**config.mk**
```make
export PLATFORM = sky130hd
export DESIGN_NAME = vga_mem_arbiter
export DESIGN_NICKNAME = d
export VERILOG_FILES = /design/src/rtl/vga_arb_pkg.sv /design/src/rtl/rr_pick.sv /design/src/rtl/vga_mem_arbiter.sv
export SDC_FILE = /design/constraint.sdc
export NUM_CORES = 1
export LEC_CHECK = 0
export ABC_AREA = 1
export CAP_MARGIN = 15
export CORE_MARGIN = 3
export CORE_UTILIZATION = 41
export CTS_CLUSTER_DIAMETER = 150
export CTS_CLUSTER_SIZE = 14
export DETAILED_ROUTE_END_ITERATION = 8
export PLACE_DENSITY_LB_ADDON = 0.12
export SLEW_MARGIN = 15
export SYNTH_ARGS = -nofsm -noshare
export SYNTH_HDL_FRONTEND = slang
export SYNTH_SLANG_ARGS = --single-unit
```
**constraint.sdc**
```tcl
create_clock -name clk -period 6.3 [get_ports clk]
set_clock_uncertainty 0.1 [all_clocks]
set_input_delay 1.575 -clock clk [delete_from_list [all_inputs] [get_ports clk]]
set_output_delay 1.575 -clock clk [all_outputs]
set_load 0.01 [all_outputs]
```
**src/rtl/vga_arb_pkg.sv**
```systemverilog
// Shared definitions for the VGA/writer RAM arbiter and related arbiters.
package vga_arb_pkg;

  typedef enum logic [1:0] {
    S_IDLE  = 2'd0,
    S_DISP  = 2'd1,
    S_WRITE = 2'd2
  } state_t;

  // 640x480 @ 60 Hz timing
  localparam int unsigned VGA_H_TOTAL = 800;
  localparam int unsigned VGA_HD      = 640;
  localparam int unsigned VGA_VD      = 480;
  localparam int unsigned VGA_V_TOTAL = 525;

  // Width of a round-robin index for n requesters (at least 1 bit)
  function automatic int unsigned rr_idx_w(input int unsigned n);
    return (n <= 2) ? 1 : int'($clog2(n));
  endfunction

endpackage

```
**src/rtl/rr_pick.sv**
```systemverilog
// Combinational round-robin pick: first requester at or after ptr, wrapping.
module rr_pick
  import vga_arb_pkg::*;
#(
  parameter int unsigned N  = 4,
  parameter int unsigned IW = rr_idx_w(N)
) (
  input  logic [N-1:0]  req,
  input  logic [IW-1:0] ptr,
  output logic [N-1:0]  gnt,
  output logic [IW-1:0] idx,
  output logic          found
);

  logic [IW-1:0] j;

  // Scan from ptr upwards, first hit wins
  always_comb begin
    gnt   = '0;
    idx   = '0;
    found = 1'b0;
    j     = '0;
    for (int unsigned k = 0; k < N; k++) begin
      j = IW'((32'(ptr) + k) % N);
      if (!found && req[j]) begin
        found  = 1'b1;
        idx    = j;
        gnt[j] = 1'b1;
      end
    end
  end

endmodule

```
**src/rtl/vga_mem_arbiter.sv**
```systemverilog
// Single-port RAM arbiter: VGA display fetch has absolute priority while
// video_on=1; NUM_REQ writers are served round-robin during blanking,
// outside a GUARD window at the end of each line.
// Optional: define VGA_ARB_STARVE_DET_EN for per-writer starvation flags.
module vga_mem_arbiter
  import vga_arb_pkg::*;
#(
  parameter int unsigned AW      = 15,
  parameter int unsigned DW      = 4,
  parameter int unsigned NUM_REQ = 4,
  parameter int unsigned H_TOTAL = VGA_H_TOTAL,
  parameter int unsigned GUARD   = 4,
  parameter int unsigned RD_LAT  = 1
`ifdef VGA_ARB_STARVE_DET_EN
  ,
  parameter int unsigned STARVE_MAX = 2048
`endif
) (
  input  logic                  clk,
  input  logic                  rst,
  input  logic                  video_on,
  input  logic [11:0]           pixel_x,
  input  logic [AW-1:0]         disp_addr,
  output logic [DW-1:0]         disp_rdata,
  output logic                  disp_rvalid,
  input  logic [NUM_REQ-1:0]    wr_req,
  input  logic [NUM_REQ*AW-1:0] wr_addr,
  input  logic [NUM_REQ*DW-1:0] wr_data,
  output logic [NUM_REQ-1:0]    wr_gnt,
  output logic [AW-1:0]         mem_addr,
  output logic                  mem_we,
  output logic [DW-1:0]         mem_wdata,
  input  logic [DW-1:0]         mem_rdata
`ifdef VGA_ARB_STARVE_DET_EN
  ,
  output logic [NUM_REQ-1:0]    starve_flag
`endif
);

  localparam int unsigned IW = rr_idx_w(NUM_REQ);
  localparam int unsigned VP = 1 + RD_LAT;

  state_t               state;
  logic [IW-1:0]        rr;
  logic [NUM_REQ-1:0]   pick_gnt;
  logic [IW-1:0]        pick_idx;
  logic                 pick_found;
  logic                 wr_ok;
  logic                 grant_en;
  logic [VP-1:0]        vpipe;
  logic [AW-1:0]        waddr [NUM_REQ];
  logic [DW-1:0]        wdata [NUM_REQ];

  for (genvar g = 0; g < NUM_REQ; g++) begin : g_unpack
    assign waddr[g] = wr_addr[g*AW +: AW];
    assign wdata[g] = wr_data[g*DW +: DW];
  end

  rr_pick #(
    .N  (NUM_REQ),
    .IW (IW)
  ) u_pick (
    .req   (wr_req),
    .ptr   (rr),
    .gnt   (pick_gnt),
    .idx   (pick_idx),
    .found (pick_found)
  );

  assign wr_ok    = !video_on && (pixel_x < 12'(H_TOTAL - GUARD));
  assign grant_en = !rst && (state == S_WRITE) && wr_ok && pick_found;
  assign wr_gnt   = grant_en ? pick_gnt : '0;

  // Arbitration FSM and registered RAM port
  always_ff @(posedge clk) begin
    if (rst) begin
      state     <= S_IDLE;
      rr        <= '0;
      mem_addr  <= '0;
      mem_we    <= 1'b0;
      mem_wdata <= '0;
    end else if (video_on) begin
      // display overrides every state, so S_DISP entry/stay is handled here
      state    <= S_DISP;
      mem_addr <= disp_addr;
      mem_we   <= 1'b0;
    end else begin
      mem_we <= 1'b0;
      unique case (state)
        // S_DISP leaves on the first blank cycle using the idle rules
        S_IDLE, S_DISP: state <= (wr_ok && pick_found) ? S_WRITE : S_IDLE;
        S_WRITE: begin
          if (grant_en) begin
            mem_addr  <= waddr[pick_idx];
            mem_wdata <= wdata[pick_idx];
            mem_we    <= 1'b1;
            rr        <= (pick_idx == IW'(NUM_REQ - 1)) ? '0 : pick_idx + 1'b1;
          end else begin
            state <= S_IDLE;
          end
        end
        default: state <= S_IDLE;
      endcase
    end
  end

  // Read-valid tracks video_on through the address register and RAM latency
  always_ff @(posedge clk) begin
    if (rst) vpipe <= '0;
    else     vpipe <= {vpipe[VP-2:0], video_on};
  end

  assign disp_rvalid = vpipe[VP-1];
  assign disp_rdata  = disp_rvalid ? mem_rdata : '0;

`ifdef VGA_ARB_STARVE_DET_EN
  logic [11:0] wait_cnt [NUM_REQ];

  // Per-writer wait counters with sticky starvation flags
  always_ff @(posedge clk) begin
    for (int unsigned i = 0; i < NUM_REQ; i++) begin
      if (rst) begin
        wait_cnt[i]    <= '0;
        starve_flag[i] <= 1'b0;
      end else begin
        if (wr_req[i] && !wr_gnt[i])
          wait_cnt[i] <= (wait_cnt[i] == '1) ? wait_cnt[i] : wait_cnt[i] + 12'd1;
        else
          wait_cnt[i] <= '0;
        if (32'(wait_cnt[i]) >= STARVE_MAX) starve_flag[i] <= 1'b1;
      end
    end
  end
`endif

endmodule

```
After elaboration in Yosys (flattened, before gate mapping)
Index checks and enable logic that the tools add are counted.

cells by class
  add/subtract/negate cells = 4
  order comparisons = 10
  eq/ne operators = 5
  muxes and demuxes = 45
  bitwise operators = 6
  reductions and logical operators = 25

operators by type and width
  kind                    count
  $mux W15                5
  $mux W4                 8
  $bmux W15 S2            1
  $mux W1                 14
  $mux W2                 7
  $logic_and A1 B1 Y1     12
  $lt A12 B10 Y1 const B  1
  $lt A2 B3 Y1 const B    4
  $or A4 B4 Y4            3
  $bmux W1 S2             4
  $bmux W4 S2             1
  $demux W1 S2            4
  $ge A2 B1 Y1 const B    4
  $logic_not A1 Y1        5
  $add A2 B1 Y2 const B   2
  $add A2 B2 Y2 const B   2
  $eq A2 B2 Y1 const B    2
  $pmux W2 S2             1
  $reduce_bool A2 Y1      2
  $reduce_or A2 Y1        2
  $ge A3 B3 Y1 const B    1
  $ne A3 B3 Y1 const B    1
  $not A2 Y3              1
  $reduce_and A3 Y1       1
  other kinds (6)         7

word-level totals
  register bits after elaboration = 26
  input bits = 114
  output and inout port bits = 29
  logic and storage cells = 102

Longest topological paths before layout
  depth in word-level cells = 19
  depth in mapped cells = 14
  depth with buffers taken out = 14

Hierarchy
From an unflattened synthesis, not the netlist that was laid out.

unflattened totals
  cell total of the unflattened synthesis = 500
  area, all modules = 2,641.3 µm²

modules (own cells, without submodules)
  module           times used  cells an instance  area an instance (µm²)
  vga_mem_arbiter  1           426                2,200.9
  rr_pick          1           74                 440.4

Least setup slack after synthesis
No wires, ideal clock.

  path kind = input port to output port
  start point = in wr_req[3]
  end point = out wr_gnt[3]
  data arrival time = 2,702 ps
  required time = 4,625 ps
  path slack = 1,923 ps
  stages on the path = 11
  path buffers = 1
  cells stage by stage = inv_1 > nand2_1 > nand3_1 > nand2_2 > nor2_8 > nand3_4 > nand2_1 > inv_1 > buf_2 > o21ai_0 > inv_1

between the ends
  longest elaborated chain between the ends = 14

ends and longest elaborated chain
  what                           line                   RTL
  start, declared                vga_mem_arbiter.sv:26  input logic [NUM_REQ-1:0] wr_req,
  $bmux W1 S2                    rr_pick.sv:25          if (!found && req[j]) begin
  $mux W1 (not written as such)  rr_pick.sv:25
  $mux W1                        rr_pick.sv:25
  $logic_not A1 Y1               rr_pick.sv:25
  $logic_and A1 B1 Y1            rr_pick.sv:25
  $mux W1                        rr_pick.sv:25
  $logic_not A1 Y1               rr_pick.sv:25
  $logic_and A1 B1 Y1            rr_pick.sv:25
  $mux W1                        rr_pick.sv:25
  $logic_not A1 Y1               rr_pick.sv:25
  $logic_and A1 B1 Y1            rr_pick.sv:25
  $mux W1                        rr_pick.sv:25
  $logic_and A1 B1 Y1            vga_mem_arbiter.sv:71  assign grant_en = !rst && (state == S_WRITE) && wr_ok && pick_found;
  $mux W4 *                      vga_mem_arbiter.sv:72  assign wr_gnt = grant_en ? pick_gnt : '0;
  end, declared                  vga_mem_arbiter.sv:29  output logic [NUM_REQ-1:0] wr_gnt,

Every way passes the cells marked *; elsewhere a longest branch is shown, timed or not. The select of a mux whose other input is x is not followed.

Final worst setup path
  start point = in pixel_x[7]
  end point = out wr_gnt[1]

between the ends
  longest elaborated chain between the ends = 5

ends and longest elaborated chain
  what                               line                   RTL
  start, declared                    vga_mem_arbiter.sv:22  input logic [11:0] pixel_x,
  $lt A12 B10 Y1                     vga_mem_arbiter.sv:70  assign wr_ok = !video_on && (pixel_x < 12'(H_TOTAL - GUARD));
  $logic_and A1 B1 Y1                vga_mem_arbiter.sv:70
  $logic_and A1 B1 Y1 (2 in series)  vga_mem_arbiter.sv:71
  $mux W4                            vga_mem_arbiter.sv:72

No other way between the ends.

==> key figures <==
Die
  – IO Pins: 143
  – Core region area: 5610 um^2
  – Die area: 6820 um^2
  – Height of the die: 82.6 um
  – Die W: 82.6 um
  – Initial core utilization: 42.9%
  – Core Rows: 27

Timing
  – Max Clk Rate: 180 MHz
  – RSZ-0062 raised after global routing: false
  – Rel. slew slack: 37.8%
  – Crit share post-route: 88.2%
  – Final Hold Fails: 0
  – TNS Setup: 0 ns
  – Max Slew Vio Count: 0
  – Fin crit period: 5.56 ns
  – Worst-Margin Slew: 0.930 ns
  – Endpoints failing setup: 0

Cells and area
  – Multi-input logic area: 1560 um^2
  – Final core utilization: 68.3%
  – Layout fillers: 496
  – Nets: 622
  – Register area: 520 um^2
  – Antenna Diode Count: 0
  – Layout cells sized above 1: 4.21%
  – Most frequent cells in the layout: 140 x clkdlybuf4s50_1, 73 x nand2_1, 64 x nand3_1
  – Synth-to-Final Area Change: 59.2%
  – Commonest non-fill, non-tap cell in the layout: clkdlybuf4s50_1

Worst setup path
  – Worst path bufs/invs: 4
  – Family with the most delay on the worst path: buffers and inverters
  – Slowest library cell on the worst path: clkdlybuf4s50_1
  – Worst path cell trace: clkdlybuf4s50_1 -> nor3_1 -> a21oi_1 -> nor3_1 -> nand2_1 -> nor2_1 -> nand2_1 -> inv_1 -> o21ai_0 -> inv_1 -> clkdlybuf4s50_1
  – Worst path required time: 4.62 ns
  – Startpoint Class: input port
  – Critical Path Max Stage Delay: 0.53 ns
  – Critical Path Sink Type: primary output
  – CP Data Arrival Time: 3.88 ns
  – Max Fanout on Critical Path: 13
  – Worst Path Class, Setup: in -> out

Route
  – Drt pass-1 iters: 6
  – DR iter-0 viols: 163
  – Wirelength per Cell: 15.4 um
  – Post-DRT Antenna Nets: 0
  – DRC viols: 0
  – Total Routed Length: 8.78 mm
  – Via count: 3142
  – Via density: 5.50

Placed design
  – DP Wirelength: 6.25 mm
  – # port buffers: 140
  – GP Congestion: 0.924

Logic synthesis
  – Mean area per synthesized cell: 6.40 um^2
  – Unique cell type count in the Yosys netlist: 33
  – Post-synthesis cell count: 376
  – Cell taking the most area after synthesis: dfxtp_1
  – Synthesis-stage register bit count: 26
  – Share of the synthesized area in the top cell type: 21.6%
  – Post-Syn Nets: 498
  – Mapped cell area: 2400 um^2
  – Synth area leaders: dfxtp_1 22%, nand3_1 13%, nand2_1 11%
  – Yosys warnings: 0
  – Register area share after synthesis: 21.6%

Global routing
  – Largest net degree at the start of global routing: 45
  – First-pass GRT wire length: 13.0 mm
  – Grt ovf: 0
  – Vias in the first global route: 2689
  – GRT Overall Usage: 24.2%
  – Initial antenna violation count: 0

Clock tree
  – Post-CTS Setup Repair Bufs: 0
  – Cts repair resizes: 0
  – CTS buffer count: 3
  – Post-CTS Hold Buffers: 0
  – Maximum level of the CTS H-tree: 1
  – Clock Latency Late Sink: 0.27 ns
  – Root Driver: clkbuf_8
  – Clk sink count: 26
  – CTS tree: built
  – Max clock buf depth: 2
  – Clock transition at the registers of the reported paths: 0.09 ns

Job
  – Max cap viols: 0

Power
  – Worst vdd ir: 0.0000738 V
  – Power per cell area: 124 nW/um^2
  – Lkg Pwr: 0.00172 uW

Min path
  – Hold Crit Class: reg -> reg

Run status
  – Status: complete, no violations
[synthesized netlist by cell type]
cell type and instances:
o221ai_1 2, inv_2 2, nand3_2 1, a31oi_1 2, buf_4 2, nand2_2 5
nor2_1 18, o211ai_1 4, nor2_8 1, clkinv_1 1, buf_2 11, nand4_1 35
a22oi_1 2, dfxtp_1 26, o22ai_1 1, inv_1 43, a211oi_1 1, nor3_1 2
nand3_1 64, xor2_1 1, a21oi_1 18, clkbuf_1 4, buf_6 5, nand3b_2 1
nand2_1 73, a2111oi_0 1, o21ai_2 1, o21ai_1 11, mux2i_1 15, buf_1 3
nand3_4 2, ha_1 8, o21ai_0 10
[path summary, 6_finish.rpt]
check,start,to,slack [ns],cells after the start
worst max-delay path,pixel_x[7],wr_gnt[1],0.74,11
worst min-delay path,vpipe[0]$_SDFF_PP0_,vpipe[1]$_SDFF_PP0_,0.31,2
worst max register to register,rr[1]$_SDFFE_PP0P_,mem_addr[14]$_SDFFE_PP0P_,2.75,13
worst min register to register,vpipe[0]$_SDFF_PP0_,vpipe[1]$_SDFF_PP0_,0.31,2
[power breakdown]
group          switching, uW  total [uW]  internal (uW)
sequential              4.86         178            173
combinational           80.0         186            106
clock                   55.6         112           56.0
total                    140         475            335
[state kept, by name, summed over array words and instances, names as in the netlist]
signal / flops
mem_we: 1
rr: 2
state: 2
mem_wdata: 4
vpipe: 2
mem_addr: 15
[per-stage QoR]
stage	setup slack (ns)	total power, uW	hold slack, ns	instances	area [um^2]
2_1_floorplan	1.92	267	0.288	376	2400
3_3_place_gp	0.821	363	0.298	567	3770
3_5_place_dp	0.747	366	0.299	567	3770
4_1_cts	0.753	478	0.312	571	3830
5_1_grt	0.536	499	0.333	571	3830
6_report	0.741	475	0.309	571	3830
[layer usage]
layer	wire, um	track usage [%]	vias to the layer above
met5	0	0	-
met2	4430	44.2	127
met1	3490	29.7	1474
li1	-	-	1539
met4	34	3.43	0
met3	822	4.99	2
[cell type report]
class	instances	share of cell area, %
multi-input cells	279	40.7
inverters	46	4.51
repair buffers	144	37.4
clock buffers	4	1.44
well taps	72	2.35
flip-flops and latches	26	13.6
[tightest hold or removal path: stages (launching register included)]
cell and delay [ns]:
dfxtp_1 0.31, inv_1 0.04, nor2_1 0.03
[cell families after synthesis]
group / Yosys count / share of synthesized area [%]
xor gates and xnor gates: 1 / 0.364
DFF: 26 / 21.6
muxes: 15 / 6.24
AOI/OAI and AO/OA: 53 / 12.5
adders and majority gates: 8 / 4.16
buffers and inverters: 71 / 13.5
and+or+nand+nor: 202 / 41.5
Note: power is estimated with default switching activity, not from simulation.
